--- src/rtl/router_pkt_fifo_if.sv ---
// Handshake/data bundle between the router write side and the channel read port.
interface router_pkt_fifo_if #(
  parameter int DATA_W = 8,
  parameter int DEPTH  = 16,
  parameter int LEN_W  = 6
);
  logic                    write_enb;
  logic                    read_enb;
  logic                    lfd_state;
  logic [DATA_W-1:0]       data_in;
  logic [DATA_W-1:0]       data_out;
  logic                    data_valid;
  logic                    sop_out;
  logic                    eop_out;
  logic                    empty;
  logic                    full;
  logic                    almost_full;
  logic [$clog2(DEPTH):0]  level;
  logic [LEN_W:0]          pkt_remaining;

  modport master (
    output write_enb, read_enb, lfd_state, data_in,
    input  data_out, data_valid, sop_out, eop_out, empty, full, almost_full,
           level, pkt_remaining
  );

  modport slave (
    input  write_enb, read_enb, lfd_state, data_in,
    output data_out, data_valid, sop_out, eop_out, empty, full, almost_full,
           level, pkt_remaining
  );
endinterface

--- src/rtl/router_pkt_fifo.sv ---
// Parametrised router channel FIFO with header tagging, occupancy level and
// read-side packet length tracking (sop/eop markers).
module router_pkt_fifo #(
  parameter int DATA_W    = 8,
  parameter int DEPTH     = 16,
  parameter int LEN_LSB   = 2,
  parameter int LEN_W     = 6,
  parameter int AF_THRESH = 14
) (
  input  logic              clk,
  input  logic              resetn,
  input  logic              soft_reset,
  router_pkt_fifo_if.slave  bus
);
  localparam int AW = $clog2(DEPTH);
  localparam logic [AW:0]    PTR_ONE = 1;
  localparam logic [AW:0]    AF_L    = AF_THRESH[AW:0];
  localparam logic [LEN_W:0] PKT_ONE = 1;

  typedef struct packed {
    logic              hdr;
    logic [DATA_W-1:0] data;
  } entry_t;

  entry_t            mem [DEPTH];
  logic [AW:0]       wr_ptr, rd_ptr, level_q;
  logic [LEN_W:0]    pkt_q;
  logic              lfd_q;
  logic              push, pop;
  entry_t            rd_ent;
  logic [LEN_W-1:0]  rd_len;

  // MSB differs with equal index -> writer has lapped the reader
  assign bus.full  = (wr_ptr[AW] != rd_ptr[AW]) && (wr_ptr[AW-1:0] == rd_ptr[AW-1:0]);
  assign bus.empty = (wr_ptr == rd_ptr);
  assign bus.almost_full   = (level_q >= AF_L);
  assign bus.level         = level_q;
  assign bus.pkt_remaining = pkt_q;

  assign push   = bus.write_enb && !bus.full;
  assign pop    = bus.read_enb && !bus.empty;
  assign rd_ent = mem[rd_ptr[AW-1:0]];
  assign rd_len = rd_ent.data[LEN_LSB +: LEN_W];

  always_ff @(posedge clk) begin
    if (resetn && !soft_reset && push)
      mem[wr_ptr[AW-1:0]] <= '{hdr: lfd_q, data: bus.data_in};
  end

  always_ff @(posedge clk or negedge resetn) begin
    if (!resetn) begin
      wr_ptr         <= '0;
      rd_ptr         <= '0;
      level_q        <= '0;
      pkt_q          <= '0;
      lfd_q          <= 1'b0;
      bus.data_out   <= '0;
      bus.data_valid <= 1'b0;
      bus.sop_out    <= 1'b0;
      bus.eop_out    <= 1'b0;
    end else if (soft_reset) begin
      wr_ptr         <= '0;
      rd_ptr         <= '0;
      level_q        <= '0;
      pkt_q          <= '0;
      lfd_q          <= 1'b0;
      bus.data_out   <= '0;
      bus.data_valid <= 1'b0;
      bus.sop_out    <= 1'b0;
      bus.eop_out    <= 1'b0;
    end else begin
      lfd_q          <= bus.lfd_state;
      bus.data_valid <= pop;
      bus.sop_out    <= 1'b0;
      bus.eop_out    <= 1'b0;
      if (push) wr_ptr <= wr_ptr + PTR_ONE;
      if (pop)  rd_ptr <= rd_ptr + PTR_ONE;
      case ({push, pop})
        2'b10:   level_q <= level_q + PTR_ONE;
        2'b01:   level_q <= level_q - PTR_ONE;
        default: level_q <= level_q;
      endcase
      if (pop) begin
        bus.data_out <= rd_ent.data;
        bus.sop_out  <= rd_ent.hdr;
        // header reloads even mid-packet; count covers payload plus parity
        if (rd_ent.hdr) begin
          pkt_q <= {1'b0, rd_len} + PKT_ONE;
        end else if (pkt_q != '0) begin
          pkt_q       <= pkt_q - PKT_ONE;
          bus.eop_out <= (pkt_q == PKT_ONE);
        end else begin
          bus.eop_out <= 1'b1;
        end
      end
    end
  end
endmodule
--- src/flat_wrapper.sv ---
// flat-port wrapper written by rule: the top's interface ports become plain ports
module router_pkt_fifo_flat 
#(
  parameter int DATA_W    = 8,
  parameter int DEPTH     = 16,
  parameter int LEN_LSB   = 2,
  parameter int LEN_W     = 6,
  parameter int AF_THRESH = 14
)
  (clk, resetn, soft_reset, bus_write_enb, bus_read_enb, bus_lfd_state, bus_data_in, bus_data_out, bus_data_valid, bus_sop_out, bus_eop_out, bus_empty, bus_full, bus_almost_full, bus_level, bus_pkt_remaining);
  router_pkt_fifo_if #(.DATA_W(DATA_W), .DEPTH(DEPTH), .LEN_W(LEN_W)) bus_i ();
  input  logic clk;
  input  logic resetn;
  input  logic soft_reset;
  input wire logic [$bits(bus_i.write_enb)-1:0] bus_write_enb;
  input wire logic [$bits(bus_i.read_enb)-1:0] bus_read_enb;
  input wire logic [$bits(bus_i.lfd_state)-1:0] bus_lfd_state;
  input wire logic [$bits(bus_i.data_in)-1:0] bus_data_in;
  output wire logic [$bits(bus_i.data_out)-1:0] bus_data_out;
  output wire logic [$bits(bus_i.data_valid)-1:0] bus_data_valid;
  output wire logic [$bits(bus_i.sop_out)-1:0] bus_sop_out;
  output wire logic [$bits(bus_i.eop_out)-1:0] bus_eop_out;
  output wire logic [$bits(bus_i.empty)-1:0] bus_empty;
  output wire logic [$bits(bus_i.full)-1:0] bus_full;
  output wire logic [$bits(bus_i.almost_full)-1:0] bus_almost_full;
  output wire logic [$bits(bus_i.level)-1:0] bus_level;
  output wire logic [$bits(bus_i.pkt_remaining)-1:0] bus_pkt_remaining;
  assign bus_i.write_enb = bus_write_enb;
  assign bus_i.read_enb = bus_read_enb;
  assign bus_i.lfd_state = bus_lfd_state;
  assign bus_i.data_in = bus_data_in;
  assign bus_data_out = bus_i.data_out;
  assign bus_data_valid = bus_i.data_valid;
  assign bus_sop_out = bus_i.sop_out;
  assign bus_eop_out = bus_i.eop_out;
  assign bus_empty = bus_i.empty;
  assign bus_full = bus_i.full;
  assign bus_almost_full = bus_i.almost_full;
  assign bus_level = bus_i.level;
  assign bus_pkt_remaining = bus_i.pkt_remaining;
  router_pkt_fifo #(.DATA_W(DATA_W), .DEPTH(DEPTH), .LEN_LSB(LEN_LSB), .LEN_W(LEN_W), .AF_THRESH(AF_THRESH)) u_core (.clk(clk), .resetn(resetn), .soft_reset(soft_reset), .bus(bus_i));
endmodule
--- config.mk ---
export PLATFORM = sky130hd
export DESIGN_NAME = router_pkt_fifo_flat
export DESIGN_NICKNAME = d
export VERILOG_FILES = /design/src/rtl/router_pkt_fifo_if.sv /design/src/rtl/router_pkt_fifo.sv /design/src/flat_wrapper.sv
export SDC_FILE = /design/constraint.sdc
export NUM_CORES = 1
export LEC_CHECK = 0
export BUFFER_PORTS_ARGS = -buffer_cell sky130_fd_sc_hd__buf_2
export CAP_MARGIN = 20
export CORE_MARGIN = 3
export CORE_UTILIZATION = 40
export CTS_CLUSTER_SIZE = 28
export DETAILED_ROUTE_END_ITERATION = 8
export PLACE_DENSITY = 0.67
export SLEW_MARGIN = 20
export SYNTH_ARGS = -nofsm -noshare
export SYNTH_HDL_FRONTEND = slang
export SYNTH_SLANG_ARGS = --single-unit
--- constraint.sdc ---
create_clock -name clk -period 8.5 [get_ports clk]
set_clock_uncertainty 0.1 [all_clocks]
set_input_delay 0.425 -clock clk [delete_from_list [all_inputs] [get_ports clk]]
set_output_delay 0.425 -clock clk [all_outputs]
set_load 0.02 [all_outputs]
==> Implementation_results.wiki <==
{| class="wikitable"
! Metric !! Value
|-
| Area of the multi-input gates || 0.002203 mm2
|-
| Total of warnings raised by yosys || 0
|-
| Worst Max-Slew Pin Slew || 921.8 ps
|-
| Post-Syn Area || 0.007576 mm2
|-
| Cell count of the worst reg-to-reg path || 13
|-
| Placeable Area || 0.01827 mm2
|-
| DR DRC count || 0
|-
| Summed negative setup slack over all endpoints || 0 ps
|-
| Overall track demand over capacity in global routing || between 10% and 20%
|-
| Width of the die || 143.6 um
|-
| Cell count after placement || 699
|-
| Post-Layout Inst Area || 0.008493 mm2
|-
| Post-synthesis instance total || 451
|-
| Share of the yosys chip area belonging to registers || 68.31%
|-
| Hold Path Class || input port to asynchronous set/reset pin
|-
| Total congestion overflow after global routing || 0
|-
| Clock slew at reported path FFs || around 70 ps
|-
| Count of hold buffers inserted by post-cts repair || 0
|-
| Root buffer selected by CTS || clkbuf_16
|-
| Number of failing hold endpoints at the final stage || 0
|-
| Number of cells in the finished layout apart from fillers || 731
|-
| Final setup viols || 0
|-
| Total via count in the routed design || 4093
|-
| Layout cell share with drive strength beyond 1 || 20.92%
|-
| Slowest CP cell || o21a_1
|-
| Final-stage net count || 515
|-
| Critical path data required time || about 9000 ps
|-
| Crit path arrival time || 3790 ps
|-
| Clock buffers created by TritonCTS || 17
|-
| Leakage power || just under 3 nW
|-
| Largest fanout on the critical path || 37
|-
| Number of synthesized flops with an enable pin || 144
|-
| Number of buffers inserted to repair setup after CTS || 0
|-
| Outcome || completed
|-
| Synth-to-Final Area Change || 12.11%
|-
| First-iteration detailed-routing DRC count || 391
|-
| Power density of the placed cells || 255.7 mW/mm2
|-
| Max-cap violations || 0
|-
| Placer congestion estimate || 0.7606
|-
| Initial antenna violation count || 0
|-
| Number of H-tree branching levels || 4
|-
| Register area || 0.005176 mm2
|-
| CP startpoint kind || flop
|-
| Post-synth cell types || 50
|-
| FFs w/ async S/R, synth || 19.10%
|-
| Largest stage delay, worst path || a little over 600 ps
|-
| Number of fill cells in the layout || approximately 1600
|-
| Initial standard-cell utilization of the core || 41.47%
|-
| Count of antenna-violating nets left after detailed routing || 0
|-
| RSZ-0062 raised after global routing || no
|-
| Die ar. || 0.02063 mm2
|-
| Placement row count || 49
|-
| Final max-slew violation count || 0
|-
| Number of global-route vias before repair || about 4200
|-
| Number of synthesized register bits || 178
|-
| Maximum vdd drop || roughly 150 uV
|-
| TritonCTS clock tree || built
|-
| Clock net sink count || 178
|-
| Max Fclk || around 280 MHz
|-
| Worst slew margin relative to its limit || 38.32%
|-
| Boundary pin count || 40
|-
| Critical path cell sequence || buf_4 > xnor2_1 > nand4_1 > o21a_1 > nand2b_1 > inv_1 > ha_1 > nor2b_1 > o21ai_0 > nand2b_1 > and3_1 > o21ai_0 > nor3b_1
|-
| # diodes || 0
|-
| Sum of routed wire length over all layers || about 16000 um
|-
| Critical Path Sink Type || flop
|-
| Cell area reported after detailed placement || 0.007910 mm2
|-
| Detailed-router iteration count before antenna repair || 5
|-
| Height of the chip || between 100 and 150 um
|-
| Resized cells post-CTS || 0
|-
| Wire length of the first global-routing pass || around 24000 um
|-
| Worst setup path category || flop to flop
|-
| Final HPWL DP || 10200 um
|-
| Design Power || 0.002172 W
|-
| Clk buf depth || 2
|-
| Fraction of the cycle the final worst path needs || 41.66%
|-
| Most common flop cell mapped by yosys || edfxtp_1
|-
| Post-layout minimum cycle time || 3541 ps
|-
| Post-synthesis net count || 477
|-
| Detail-routed net length per standard cell || between 20 and 25 um
|-
| Maximum number of pins on one net before global-route repair || 41
|-
| # port buffers || 39
|-
| Clock Latency Late Sink || roughly 430 ps
|-
| Post-detailed-route via-to-cell ratio || 5.599
|-
| Mean instance size in the synthesized netlist || 16.80 um2
|}
critical path, delay by kind of cell (launching register included):
family | cells | cell delay, ps
compound gates | 3 | 890
xor+xnor | 1 | 150
fa+ha+maj | 1 | 280
buf+inv | 2 | 690
flops | 1 | 340
simple gates | 6 | 1000
per-layer routing:
| layer | track usage, % | vias to the layer above | share of wire, % |
|---|---|---|---|
| met3 | 4.459 | 17 | 5.9 |
| li1 | - | 1825 | - |
| met1 | 22.08 | 2094 | 44 |
| met5 | 0 | - | 0 |
| met2 | 25.84 | 157 | 49 |
| met4 | 4.410 | 0 | 1.0 |
sequential cells by signal, summed over array words and instances, names as in the netlist:
name,flops
u_core.mem,144
u_core.bus.data_out,8
u_core.bus.pkt_remaining,7
u_core.bus.level,5
u_core.rd_ptr,5
u_core.wr_ptr,5
u_core.bus.data_valid,1
u_core.bus.eop_out,1
u_core.bus.sop_out,1
u_core.lfd_q,1
synthesized netlist by cell type (all sizes together), types with 3 or more instances:
| master | instances | share of area, % |
|---|---|---|
| nand2 | 36 | 1.8 |
| xor2 | 10 | 1.2 |
| ha | 11 | 1.8 |
| o22ai | 3 | 0.25 |
| mux2i | 6 | 0.96 |
| xnor2 | 12 | 1.5 |
| nor3 | 6 | 0.40 |
| mux4 | 38 | 12 |
| buf | 15 | 1.8 |
| nand2b | 3 | 0.25 |
| nand4 | 6 | 0.50 |
| o21ai | 6 | 0.45 |
| clkbuf | 7 | 0.35 |
| edfxtp | 144 | 57 |
| nor2b | 5 | 0.41 |
| nand3 | 7 | 0.46 |
| a21oi | 16 | 1.1 |
| inv | 9 | 0.45 |
| nor2 | 40 | 2.0 |
| dfrtp | 34 | 11 |
| a22oi | 12 | 1.3 |
area by class of cell:
cell class | instances | share of cell area [%]
inverters | 9 | 0.3978
clock inverters | 13 | 1.768
multi-input cells | 242 | 25.94
repair buffers | 41 | 2.475
flip-flops and latches | 178 | 60.95
well taps | 229 | 3.374
clock buffers | 19 | 5.097
path summary, 6_finish.rpt:
check	end	slack, ps	start
min in group clk	u_core.lfd_q$_DFF_PN0_	120	bus_lfd_state
max in group asynchronous	u_core.rd_ptr[0]$_DFFE_PN0P_	7680	resetn
hold reg to reg	u_core.bus.data_out[3]$_DFFE_PN0P_	420	u_core.bus.data_out[3]$_DFFE_PN0P_
hold / removal	u_core.bus.sop_out$_DFF_PN0_	10	resetn
setup / recovery	u_core.bus.level[4]$_DFFE_PN0P_	4960	u_core.rd_ptr[0]$_DFFE_PN0P_
setup reg to reg	u_core.bus.level[4]$_DFFE_PN0P_	4960	u_core.rd_ptr[0]$_DFFE_PN0P_
cells in the final DEF (no fill, tap or decap), drive strengths merged, types with 2 or more instances in the layout:
cell / count
a22oi: 12
xor2: 10
o21ai: 6
nand3: 7
a21o: 2
nand3b: 2
o22ai: 3
o21a: 2
bufinv: 2
nor2b: 5
ha: 11
a21oi: 16
nand2b: 3
buf: 41
nand4: 6
o31ai: 2
and2: 2
inv: 15
xnor2: 12
nor2: 40
nand2: 36
clkinvlp: 2
mux4: 38
edfxtp: 144
clkbuf: 19
clkinv: 3
and3: 2
a32oi: 2
dfrtp: 34
mux2i: 6
nor3: 6
where the power goes:
group | total [W] | internal (W) | switching [W]
registers | 0.000998 | 0.000970 | 0.0000276
logic | 0.000401 | 0.000162 | 0.000240
clock network | 0.000773 | 0.000439 | 0.000334
per-stage QoR:
step | setup slack [ps] | utilization [%] | hold slack, ps
3_5_place_dp | 4871 | 43.30 | 414.9
2_1_floorplan | 5571 | - | 29.41
3_3_place_gp | 4990 | 43.30 | 410.3
4_1_cts | 4864 | 46.49 | 25.25
5_1_grt | 4525 | 46.49 | 72.05
6_report | 4959 | 46.49 | 13.00
kinds of logic (layout without fill, tap and decap cells):
| kind of cell | Yosys count | after routing | share of synthesized area, % |
|---|---|---|---|
| mux | 45 | 45 | 13.05 |
| fa+ha+maj | 12 | 12 | 2.081 |
| compound gates | 51 | 51 | 4.674 |
| simple gates | 112 | 112 | 6.639 |
| buf+inv | 31 | 82 | 2.609 |
| xor+xnor | 22 | 22 | 2.642 |
| flops | 178 | 178 | 68.31 |
Note: power is estimated with default switching activity, not from simulation.
